### config.mk
export PLATFORM = sky130hd
export DESIGN_NAME = mult_datapath
export DESIGN_NICKNAME = d
export VERILOG_FILES = /design/src/rtl/mult_datapath.sv
export SDC_FILE = /design/constraint.sdc
export NUM_CORES = 1
export LEC_CHECK = 0
export BUFFER_PORTS_ARGS = -buffer_cell sky130_fd_sc_hd__buf_2
export CAP_MARGIN = 5
export CORE_UTILIZATION = 55
export CTS_BUF_LIST = sky130_fd_sc_hd__clkbuf_4
export DETAILED_ROUTE_END_ITERATION = 7
export GPL_TIMING_DRIVEN = 1
export PLACE_DENSITY = 0.83
export SETUP_SLACK_MARGIN = 0.15
export SLEW_MARGIN = 20
export SYNTH_ARGS = -nofsm -noshare
export SYNTH_HDL_FRONTEND = slang
export SYNTH_SLANG_ARGS = --single-unit
### constraint.sdc
create_clock -name Clk -period 3.9 [get_ports Clk]
set_input_delay 0.585 -clock Clk [delete_from_list [all_inputs] [get_ports Clk]]
set_output_delay 0.585 -clock Clk [all_outputs]
set_load 0.02 [all_outputs]
### src/rtl/mult_datapath.sv
// mult_datapath
// Shift-and-add multiplier datapath driven by the external CONTROL FSM.
// Holds the 2N+1-bit accumulator (carry, upper half, multiplier half) and
// the shift counter, and reports the current multiplier bit and the
// last-shift flag back to CONTROL.
//
// Ports:
//   Clk     - rising-edge clock shared with CONTROL
//   Rst_n   - asynchronous active-low reset, clears accumulator and counter
//   Mplier  - multiplier operand, captured on Load
//   Mcand   - multiplicand, held stable by the user for the whole operation
//   Load    - initialise accumulator with Mplier, clear counter
//   Sh      - shift accumulator right by one, advance counter
//   Ad      - add Mcand into the upper accumulator half (fuses with Sh)
//   M       - accumulator bit 0 (current multiplier bit)
//   K       - high when the next shift is the final one
//   Product - low 2N bits of the accumulator
module mult_datapath #(
  parameter int N = 4
) (
  input  logic           Clk,
  input  logic           Rst_n,
  input  logic [N-1:0]   Mplier,
  input  logic [N-1:0]   Mcand,
  input  logic           Load,
  input  logic           Sh,
  input  logic           Ad,
  output logic           M,
  output logic           K,
  output logic [2*N-1:0] Product
);

  localparam int CW = (N > 1) ? $clog2(N) : 1;

  logic [2*N:0]  acc;
  logic [CW-1:0] cnt;
  logic [N:0]    sum_upper;
  logic [2*N:0]  acc_added;
  logic [CW-1:0] cnt_next;

  // The add drops the old carry bit: the sum is always formed from the
  // N-bit upper half, and its own carry lands in the top accumulator bit.
  assign sum_upper = {1'b0, acc[2*N-1:N]} + {1'b0, Mcand};
  assign acc_added = {sum_upper, acc[N-1:0]};

  // Explicit wrap keeps the counter modulo N even when N is not a power
  // of two.
  assign cnt_next = (cnt == CW'(N - 1)) ? '0 : cnt + CW'(1);

  always_ff @(posedge Clk or negedge Rst_n) begin
    if (!Rst_n) begin
      acc <= '0;
      cnt <= '0;
    end else if (Load) begin
      acc <= {{(N + 1){1'b0}}, Mplier};
      cnt <= '0;
    end else if (Ad && !Sh) begin
      acc <= acc_added;
    end else if (Sh && !Ad) begin
      acc <= {1'b0, acc[2*N:1]};
      cnt <= cnt_next;
    end else if (Sh && Ad) begin
      // Fused step: shift the freshly added value in the same edge.
      acc <= {1'b0, acc_added[2*N:1]};
      cnt <= cnt_next;
    end
  end

  assign M       = acc[0];
  assign K       = (cnt == CW'(N - 1));
  assign Product = acc[2*N-1:0];

endmodule
==> results by stage, run 1 <==
Run status:
- The flow ran to the end, and the final reports show no timing, DRC or antenna violations.

Route:
- For this run, the detailed router's first-pass iteration total came to 4.
- The routed via count is 572.
- The total length of routed wires is 1331 um.
- In this run, the number of DRC markers left after iteration 0 of detailed routing was 9.
- After detailed routing, the number of vias per cell comes to 5.448.
- In this run the remaining antenna-violating nets after routing total 0.
- In the final routed layout, each cell accounts on average for 12.68 um.
- The final routed DRC violation total is 0.

Power:
- The clock network power share is 27.4%.
- Registers are responsible for between 40% and 50% of the overall power.
- The share of power burned in combinational logic is 30.0%.
- Net switching is 33.03% of the power.
- The design internal power is approximately 210 uW.
- The worst-case IR drop observed on VDD is ~0.20 mV.
- For this design the ratio of total power to cell area is 393.7 nW/um2.
- For this design the total switching power over the nets is 104.3 uW.
- The standby leakage power is 0.0004221 uW.

Timing:
- The number of setup violations in the final report is 0.
- The clock period minus worst slack is ~2 ns.
- For the final database, setup skew stands at 0.002050 ns.
- The max-slew violation count came to 0.
- Adding up every negative setup slack in the final design gives 0 ns.
- Headroom to the max-slew limit came out at 82.96%.
- Setup repair after global routing left no endpoint under its margin.
- The measured slew at the worst slew-check pin is roughly 0.25 ns.
- The period utilization is 49.87%.
- The total count of hold-check failures in the final report is 0.
- For this run, the top clock speed supported by timing is 514.2 MHz.

Clocking:
- The number of clock buffers added by TritonCTS is 3.
- The buffer count from post-CTS setup fixing is 0.
- CTS built an H-tree with a depth of 1.
- Hold repair after CTS inserted 0 buffers.
- The clock slew seen by the registers of the worst setup and hold paths is 0.07 ns.
- The clock tree from TritonCTS is yes.
- The buffer levels on the longest clock path is 2.
- At the later pin of the worst-skew pair, clock insertion delay measures 0.27 ns.
- Counting every sink on the clock net gives 11.
- Post-CTS repair changed the size of 0 cells.
- CTS placed an instance of sky130_fd_sc_hd__clkbuf_4 at the clock tree root.

Job:
- The reported max-cap violation count is 0.

Yosys:
- Among all flip-flop cells after synthesis, the most frequent one is sky130_fd_sc_hd__dfrtp_1.
- The cell type with the highest aggregate area in the netlist is sky130_fd_sc_hd__dfrtp_1.
- The synthesized netlist net count is 95.
- A synthesized cell averages 9.483 um2.
- The cell count after synthesis came out at 76.
- The cell with the most instances after synthesis is sky130_fd_sc_hd__dfrtp_1.
- The Yosys step of the flow raised 0 warnings.
- Yosys mapped a number of flops with a built-in enable equal to 0.
- The number of distinct standard cells referenced by the synthesized netlist is 27.
- Ranked by total cell area, the synthesized netlist is headed by sky130_fd_sc_hd__dfrtp_1, sky130_fd_sc_hd__buf_4, sky130_fd_sc_hd__ha_1.
- The share of flip-flops with an asynchronous set or reset after synthesis is between 90% and 100%.
- The share of synthesized area in the top cell type comes to 38.19%.
- The synthesized netlist occupies a cell area of 720.7 um2.
- For this run, the register share of the synthesized area comes to 38.19%.
- The number of synthesized register bits is 11.
- After synthesis, the most frequently instantiated cells are sky130_fd_sc_hd__dfrtp_1, sky130_fd_sc_hd__buf_4, sky130_fd_sc_hd__nor2_1.

Min path:
- The class of the tightest hold or removal check is in2async.

Layout:
- The fill cell total of the finished layout is 96.
- Leaving out filler cells and counting taps, the final layout contains approximately 110.
- The final layout net count is approximately 110.
- The fraction of layout instances using a drive strength above 1 is between 20% and 30%.
- The antenna diode count is 0.
- Compared with the post-synthesis result, the final layout area differs by 11.28%.

Global routing:
- The total grt overflow is 0.
- The number of antenna violations at the first check in global routing is 0.
- The number of global-route vias before repair is between 500 and 600.
- The overall routing resource usage is approximately 23%.
- Entering global routing, the biggest net connects 17 pins.
- The first global-routing pass estimated 2290 um of wire.

Placed design:
- The port buffer count is 22.
- The number of placed instances, taps included is 101.
- The placer congestion estimate is between 0.7 and 0.8.
- Summed over all nets, the half-perimeter wirelength after detailed placement is 1028 um.

Floorplanning:
- The core region is 1156 um2.
- The number of ports placed on the die boundary is 23.
- The area enclosed by the die boundary is 1459 um2.
- For this configuration, the core starts out at a cell density of between 60% and 70%.
- The placement row count is 12.
- The floorplan step set the die height to 38.20 um.
- The width of the chip is about 38 um.

Setup path:
- In this run the worst path has a maximum fanout of 2.
- At the worst endpoint, the arrival time is 2.09 ns.
- At the worst endpoint, the required time is 4.04 ns.
- The startpoint of the worst setup timing path is Mcand[0].
- The startpoint class of the critical path is an input port.
- The startpoint identified for the worst register-to-register timing path is acc[4]$_DFFE_PN0P_.
- The type of the setup path with the least slack is in2reg.
- The number of cells on the worst reg-to-reg path is 6.
- STA classifies the critical path endpoint as a register.
-- critical path, stage by stage --
cell	delay, ns
sky130_fd_sc_hd__buf_2	0.10
sky130_fd_sc_hd__ha_1	0.23
sky130_fd_sc_hd__fa_1	0.41
sky130_fd_sc_hd__a21o_1	0.18
sky130_fd_sc_hd__a211o_1	0.30
sky130_fd_sc_hd__a32oi_1	0.16
sky130_fd_sc_hd__o32ai_1	0.12
-- logic make-up after synthesis --
logic type | share of synthesized area, %
AO/OA/AOI/OAI | 20.32
XOR/XNOR | 1.215
multiplexers | 6.945
buffers and inverters | 11.63
AND/OR/NAND/NOR | 10.24
adder cells (fa/ha/maj) | 11.46
flip-flops | 38.19
-- area by class of cell --
type                       instances  area [um2]  area share, %
timing repair buffer              22       110.1          13.73
multi-input combinational         52       361.6          45.09
inverter                           2       7.507         0.9360
clock buffer                       4       30.03          3.744
tap                               14       17.52          2.184
sequential                        11       275.3          34.32
-- per-layer routing --
metal  wire [um]  vias to the layer above  global-route usage (%)  part of all wire (%)
met3          42                        2                   1.744                   3.2
li1            -                      298                       -                     -
met1         633                      260                   28.46                    48
met4          11                        0                   13.39                  0.83
met5           0                        -                       0                     0
met2         643                       12                   39.41                    48
-- registers in the layout (all words and copies together), names as in the netlist --
register  flops
acc           9
cnt           2
-- stage by stage --
| step | total power (uW) | utilization [%] | instance area (um2) | hold WS, ns | setup slack [ns] |
|---|---|---|---|---|---|
| 3_3_place_gp | 228.8 | 66.77 | 772.0 | 0.4667 | 1.760 |
| 4_1_cts | 318.4 | 69.37 | 802.0 | 0.1718 | 1.950 |
| 3_5_place_dp | 231.9 | 66.77 | 772.0 | 0.4661 | 1.660 |
| 2_1_floorplan | 215.3 | - | 720.7 | 0.2894 | 1.906 |
| 6_report | 315.8 | 69.37 | 802.0 | 0.1666 | 1.955 |
| 5_1_grt | 336.5 | 69.37 | 802.0 | 0.1884 | 1.865 |
-- power by group through the flow --
stage | sequential (uW) | combinational, uW | clock [uW]
floorplan | 136 | 78.9 | 0
global placement | 136 | 92.4 | 0
detailed placement | 137 | 95.1 | 0
CTS | 134 | 95.5 | 88.4
global route | 136 | 107 | 93.0
finish | 134 | 94.7 | 86.6
-- cells in the final DEF (no fill, tap or decap) --
cell and n:
sky130_fd_sc_hd__a211o_1 1, sky130_fd_sc_hd__a211oi_1 4, sky130_fd_sc_hd__a21o_1 1, sky130_fd_sc_hd__a21oi_1 5
sky130_fd_sc_hd__a31oi_1 1, sky130_fd_sc_hd__a32oi_1 1, sky130_fd_sc_hd__and3_1 1, sky130_fd_sc_hd__buf_2 22
sky130_fd_sc_hd__clkbuf_4 4, sky130_fd_sc_hd__clkinv_1 1, sky130_fd_sc_hd__dfrtp_1 11, sky130_fd_sc_hd__fa_1 1
sky130_fd_sc_hd__ha_1 5, sky130_fd_sc_hd__inv_1 1, sky130_fd_sc_hd__mux2i_1 5, sky130_fd_sc_hd__nand2_1 4
sky130_fd_sc_hd__nand3_1 1, sky130_fd_sc_hd__nor2_1 7, sky130_fd_sc_hd__nor2b_1 1, sky130_fd_sc_hd__nor3_1 3
sky130_fd_sc_hd__o21a_1 1, sky130_fd_sc_hd__o21ai_0 6, sky130_fd_sc_hd__o21bai_1 1, sky130_fd_sc_hd__o22ai_1 1
sky130_fd_sc_hd__o32ai_1 1, sky130_fd_sc_hd__xnor2_1 1
-- final timing paths --
| path | endpoint | slack [ns] |
|---|---|---|
| worst max-delay path | acc[7]$_DFFE_PN0P_ | 1.96 |
| worst min-delay path | acc[5]$_DFFE_PN0P_ | 0.17 |
| worst max register to register | acc[7]$_DFFE_PN0P_ | 1.97 |
| worst min register to register | cnt[1]$_DFFE_PN0P_ | 0.54 |
| max in group asynchronous | acc[2]$_DFFE_PN0P_ | 3.53 |
| min in group Clk | acc[2]$_DFFE_PN0P_ | 0.53 |
Note: power is estimated with default switching activity, not from simulation.
==> run 2: changes to the inputs <==
CORE_UTILIZATION = 51   (was 55)
PLACE_DENSITY = 0.78   (was 0.83)
clock period = 2 ns   (was 3.9 ns; I/O delays follow)
==> run 2 against run 1 <==
Cell area up 4.8%. Sequential power up 97%. Clock-buffer cell count unchanged. Die area up 7.4%. Clock skew up 0.00093 ns. Non-clock buffer count up 2. Total power up 98%. Sequential share of layout area down 1.6 points. Worst hold slack better by 0.077 ns. Worst setup slack worse by 1.7 ns. First-iteration DRC count up 33%. Global-route usage down 1.3 points. Critical path type is now reg2reg. Largest cell class unchanged. Largest power group unchanged. Highest routed layer unchanged.
==> results by stage, run 2 (synthesized netlist as in run 1, its figures left out) <==
Setup path:
- The worst setup path is captured at a register.
- The most critical setup path has its startpoint at acc[4]$_DFFE_PN0P_.
- The worst flop-to-flop path startpoint is acc[4]$_DFFE_PN0P_.
- Data arrives at the worst endpoint at roughly 1.9 ns.
- STA puts the critical path data required time at approximately 2.1 ns.
- The critical-path maximum fanout is 2.
- The type of the setup path with the least slack is reg2reg.
- The startpoint class of the critical path is a register.

Global routing:
- The number of global-route vias before repair is 547.
- The number of antenna violations at the first check in global routing came to 0.
- In the global route stage, overall resource usage came out at approximately 22%.
- Global routing finished with a remaining overflow of 0.
- The maximum number of pins on one net before global-route repair is 17.
- The global-route wire length before repair is 2263 um.

Layout:
- The largest registers in the layout are acc x9, cnt x2.
- The register with the most flip-flops in the final layout is acc.
- The final layout net count is 113.
- The area growth from synthesis to layout is 16.67%.
- The post-route netlist has 33.33% of its cells at a drive strength greater than 1.
- In the layout the commonest cells are sky130_fd_sc_hd__buf_2, sky130_fd_sc_hd__dfrtp_1, sky130_fd_sc_hd__nor2_1.
- After routing the design area is 840.8 um2.
- Leaving out fill and tap cells, the most frequent cell in the layout is sky130_fd_sc_hd__buf_2.
- The number of flip-flops under the largest register name is 9.
- The repair_antennas step left the layout with diodes totalling 0.

Floorplanning:
- The core region is 1301 um2.
- The initial utilization of the core area, before any placement, comes to 55.38%.
- The area enclosed by the die boundary is 1567 um2.
- The die extent in y is between 30 and 40 um.
- During I/O placement, the number of pins put on the boundary was 23.
- The placement row count is 13.
- The width of the chip is 39.59 um.

Clocking:
- The clock slew seen by the registers of the worst setup and hold paths is around 0.07 ns.
- The later-pin clock latency in the skew report is roughly 0.26 ns.
- The root buffer cell chosen for the clock tree is sky130_fd_sc_hd__clkbuf_4.
- The CTS sink count is 11.
- TritonCTS built the clock tree.
- The buffer levels on the longest clock path is 2.
- The H-tree depth is 1.
- The number of buffers inserted during clock tree synthesis is 3.

Min path:
- The critical hold path startpoint is Mplier[1].
- The class of the tightest hold or removal check is in2reg.

Job:
- The reported max-cap violation count is 0.

Placed design:
- After legalization and detailed placement, the total HPWL measured 1039 um.
- The port buffer count is 22.
- The placer congestion estimate is 0.6963.
- The cell area after placement is around 770 um2.

Timing:
- For this run, the top clock speed supported by timing is 558.6 MHz.
- The worst clock skew is slightly below 0.003 ns.
- The headroom to the max-slew limit is 78.23%.
- Setup repair after global routing left no endpoint under its margin.
- After layout, the worst path uses between 80 and 90% of the clock period.
- Setup violations remaining at the end of the flow were counted as 0.
- The measured slew at the worst slew-check pin is 0.3242 ns.
- The max-slew violation count is 0.
- Subtracting the final worst setup slack from the clock period gives between 1.5 and 2 ns.
- The setup TNS is 0 ns.
- The tightest hold path in the finished design has a slack of 0.2440 ns.
- The total count of hold-check failures in the final report is 0.

Route:
- In the routed layout, each cell is associated on average with a via count of 5.657.
- Summing over every cut layer, the via total after detailed routing is 611.
- The detail route stage leaves a number of antenna-violating nets equal to 0.
- The average routed wire per standard cell is 13.33 um.
- After detailed routing, the total wire length is 1440 um.
- The count of routing violations after the opening detailed-route iteration is 12.
- The pre-antenna-repair detailed-routing pass consisted of 4 iterations.
- The final routed DRC violation total is 0.

Power:
- The peak supply drop is approximately 0.50 mV.
- The standby leakage power is 0.0004323 uW.
- The design draws between 600 and 700 uW.
- In this run the power density over the cells is 742.0 nW/um2.

Run status:
- The flow ran to the end, and the final reports show no timing, DRC or antenna violations.
run 2: critical path, stage by stage, from the launching register on:
cell and delay [ns]:
sky130_fd_sc_hd__dfrtp_1 0.39, sky130_fd_sc_hd__ha_2 0.19, sky130_fd_sc_hd__fa_2 0.35, sky130_fd_sc_hd__a21o_1 0.16, sky130_fd_sc_hd__a211o_1 0.28, sky130_fd_sc_hd__a32oi_2 0.19
sky130_fd_sc_hd__o32ai_2 0.11
run 2: repair_timing:
item                                    4_1_cts  5_1_grt
pin swaps                                     1        2
gates resized for setup                       2        2
endpoints found under the setup margin        1        1
hold buffers                                  1        0
buffers inserted                              0        1
endpoints found under the hold margin        11        0
run 2: final timing paths:
path / end / slack (ns) / cells after the start
min in group asynchronous: cnt[1]$_DFFE_PN0P_ / 0.43 / 2
max in group asynchronous: acc[6]$_DFFE_PN0P_ / 1.36 / 2
max reg2reg: acc[7]$_DFFE_PN0P_ / 0.21 / 6
min reg2reg: cnt[1]$_DFFE_PN0P_ / 0.53 / 2
min: acc[1]$_DFFE_PN0P_ / 0.24 / 3
max: acc[7]$_DFFE_PN0P_ / 0.21 / 6
run 2: layout make-up:
class / count / area, um2
fill: 125 / 460.4
inverter: 2 / 7.507
tap: 15 / 18.77
sequential: 11 / 275.3
clock buffer: 4 / 30.03
multi-input combinational: 52 / 381.6
timing repair buffer: 24 / 127.6
run 2: metal layers:
| layer | track usage, % | part of all wire [%] | routed length, um | vias to the layer above |
|---|---|---|---|---|
| met5 | 0 | 0 | 0 | - |
| met4 | 10.34 | 0.76 | 11 | 0 |
| met3 | 1.705 | 5.1 | 74 | 2 |
| met2 | 36.48 | 50 | 727 | 24 |
| met1 | 28.21 | 44 | 627 | 284 |
| li1 | - | - | - | 301 |
run 2: stage by stage:
stage,setup slack (ns),utilization (%),std cells
finish,0.2098,64.62,108
CTS,0.1530,62.88,107
global placement,0.1600,59.42,102
global route,0.1546,64.62,108
floorplan,0.2220,-,76
detailed placement,0.05580,59.42,102
run 2: report_power, final:
group	switching (uW)	total, uW	internal, uW
logic	114	199	84.4
clock network	70.6	161	90.6
registers	19.5	264	244
==> run 3: changes to the inputs <==
CELL_PAD_IN_SITES_DETAIL_PLACEMENT = 0   (was not set)
CELL_PAD_IN_SITES_GLOBAL_PLACEMENT = 1   (was not set)
CORE_UTILIZATION = 38   (was 51)
==> run 3 against run 2 <==
Largest cell class unchanged. Clock power increased by 2%. First-iteration DRC count decreased by 42%. Sequential cell count unchanged. Via count decreased by 3.8%. Non-clock buffer count unchanged.
==> results by stage, run 3 (synthesized netlist as in run 1, its figures left out) <==
Run status:
- The run finished with clean final reports.

Route:
- The number of vias per cell after detailed routing is between 4 and 5.
- The first-pass detailed-route iteration total is 4.
- For this block, the initial DRC count from the detailed router was 7.
- The detail route stage leaves a number of antenna-violating nets equal to 0.
- The final routed DRC violation total is 0.
- In the final routed layout, each cell accounts on average for 11.38 um.
- After detailed routing, the total wire length is 1343 um.
- Detailed routing inserted a total of around 590 vias.

Layout:
- At the end of the flow the core is filled with cells to 48.03%.
- Leaving out fill and tap cells, the most frequent cells in the layout are sky130_fd_sc_hd__buf_2, sky130_fd_sc_hd__dfrtp_1, sky130_fd_sc_hd__nor2_1.
- The library cell used most frequently in the layout, excluding fill and tap cells, is sky130_fd_sc_hd__buf_2.
- The layout overhead on the synthesized area is 16.32%.
- Counting flops per register, the top entry is acc.
- The final cell count without fillers is 118.
- The fraction of layout instances using a drive strength above 1 is between 30 and 40%.
- The final layout net count is 113.
- The number of flip-flops under the largest register name is 9.
- The number of antenna diodes in the final layout is 0.
- The largest registers in the layout are acc x9, cnt x2.
- After filler insertion, the fill cell instance count of the layout stands at ~170.

Clocking:
- The buffer levels on the longest clock path is 2.
- The later-pin clock latency in the skew report is ~0.27 ns.
- The H-tree depth is 1.
- The clock tree from TritonCTS is yes.
- The number of buffers inserted during clock tree synthesis is 3.
- The cell at the root of the clock tree is sky130_fd_sc_hd__clkbuf_4.
- The clock slew seen by the registers of the worst setup and hold paths is 0.08 ns.
- The clock drives 11 sinks.

Timing:
- The clock period minus worst slack is 1.778 ns.
- The max-slew violation count is 0.
- Setup repair after global routing left no endpoint under its margin.
- After layout, the worst setup slack is roughly 0.22 ns.
- Setup violations remaining at the end of the flow were counted as 0.
- The setup TNS is 0 ns.
- In the finished design, the share of the clock period the worst path needs comes to 88.91%.
- The total count of hold-check failures in the final report was 0.
- Between clock sinks in the finished design, the worst skew comes to 0.01072 ns.
- Derived from the worst setup path, the maximum achievable clock frequency is between 500 and 600 MHz.
- The measured slew at the worst slew-check pin is ~0.31 ns.
- Headroom to the max-slew limit came out at 79.00%.

Setup path:
- The worst path arrival time is 1.93 ns.
- STA classifies the critical path startpoint as a register.
- The family of cells with the greatest summed delay on the critical path is compound AO/OA/AOI/OAI gates.
- STA classifies the critical path endpoint as a register.
- The signal on the critical path passes through ha_2 > fa_2 > a21o_1 > a211o_1 > a32oi_1 > o32ai_1.
- Along the worst path, the maximum fanout reaches 2.
- The number of buffer and inverter instances along the worst setup path is 0.
- The slowest stage of the critical path is the sky130_fd_sc_hd__dfrtp_1 cell.
- The type of the setup path with the least slack is reg2reg.
- STA puts the critical path data required time at 2.15 ns.
- The worst register-to-register path has a setup slack of 0.22 ns.
- The longest individual stage delay on the worst path is 0.39 ns.

Global routing:
- The number of antenna violations at the first check in global routing is 0.
- The global routing stage identified its most utilized layer as met2.
- The first global-routing pass estimated between 2000 and 2500 um of wire.
- Global routing finished with a remaining overflow of 0.
- For this run, global-route usage on met2 was measured as between 20% and 30%.
- The maximum number of pins on one net before global-route repair is 17.
- The number of global-route vias before repair is 509.
- Across every metal layer, demand over resource in global routing totals around 15%.
- In the global route stage, met1 resource usage came out at 18.30%.
- The global-route met3 utilization is 5.952%.

Floorplanning:
- The floorplan has 15 rows.
- In this run the vertical extent of the chip is 45.55 um.
- The area enclosed by the die boundary is between 2000 and 2500 um2.
- Once the floorplan was initialized, standard cells occupied between 40% and 50% of the core.
- The floorplan step set the die width to ~46 um.
- 23 I/O pins were placed.
- The placeable core region is approximately 1700 um2.

Power:
- The total power divided by cell area is 739.0 nW/um2.
- The worst-case IR drop observed on VDD is 0.4761 mV.
- The analysis attributes to cell leakage a power of around 0.00043 uW.
- The total power is 619.5 uW.

Placed design:
- The pre-CTS worst setup slack is 0.08647 ns.
- The number of placed instances, taps included is ~110.
- The detailed placer's ending HPWL is slightly below 1000 um.
- The port buffer count is 22.
- The placer congestion estimate is 0.7568.

Job:
- The reported max-cap violation count is 0.

Min path:
- The class of the tightest hold or removal check is in2reg.
run 3: cell counts in the layout (fill, tap and decap cells not counted):
Identical to the previous run, type by type.
run 3: routing by layer:
| layer | up-vias | part of all wire [%] |
|---|---|---|
| met1 | 265 | 49 |
| met5 | - | 0 |
| met3 | 0 | 5.3 |
| met2 | 19 | 46 |
| met4 | 0 | 0 |
| li1 | 304 | - |
run 3: per-stage QoR:
| step | hold WS [ns] | area (um2) |
|---|---|---|
| floorplan | 0.004409 | 720.7 |
| global placement | 0.1875 | 785.8 |
| detailed placement | 0.1812 | 785.8 |
| CTS | 0.2365 | 828.3 |
| global route | 0.2606 | 838.3 |
| finish | 0.2423 | 838.3 |
run 3: where the power goes:
| group | switching (uW) | internal [uW] |
|---|---|---|
| clock network | 73.9 | 90.7 |
| logic | 110 | 81.9 |
| registers | 18.2 | 244 |
| total | 202 | 417 |
run 3: path summary, 6_finish.rpt:
check | from | to | cells past startpoint
min reg2reg | cnt[1]$_DFFE_PN0P_ | cnt[1]$_DFFE_PN0P_ | 2
max reg2reg | acc[4]$_DFFE_PN0P_ | acc[7]$_DFFE_PN0P_ | 6
max in group asynchronous | Rst_n | acc[3]$_DFFE_PN0P_ | 2
min in group asynchronous | Rst_n | acc[5]$_DFFE_PN0P_ | 2
min | Mplier[2] | acc[2]$_DFFE_PN0P_ | 3
max | acc[4]$_DFFE_PN0P_ | acc[7]$_DFFE_PN0P_ | 6
run 3: worst register-to-register path: stages (launching register included):
cell	delay (ns)
sky130_fd_sc_hd__dfrtp_1	0.39
sky130_fd_sc_hd__ha_2	0.19
sky130_fd_sc_hd__fa_2	0.35
sky130_fd_sc_hd__a21o_1	0.16
sky130_fd_sc_hd__a211o_1	0.30
sky130_fd_sc_hd__a32oi_1	0.15
sky130_fd_sc_hd__o32ai_1	0.11
run 3: layout make-up:
type	instances	area [um2]	area share (%)
tap	25	31.28	3.731
clock buffer	4	30.03	3.582
sequential	11	275.3	32.84
timing repair buffer	24	127.6	15.22
multi-input combinational	52	366.6	43.73
inverter	2	7.507	0.8955
run 3: repair_timing:
item | in CTS | in global routing
resized for setup | 1 | 1
hold buffers | 1 | 0
gates cloned | 0 | 0
setup buffers | 0 | 1
endpoints found under the setup margin | 1 | 2
hold endpoints to repair | 11 | 0
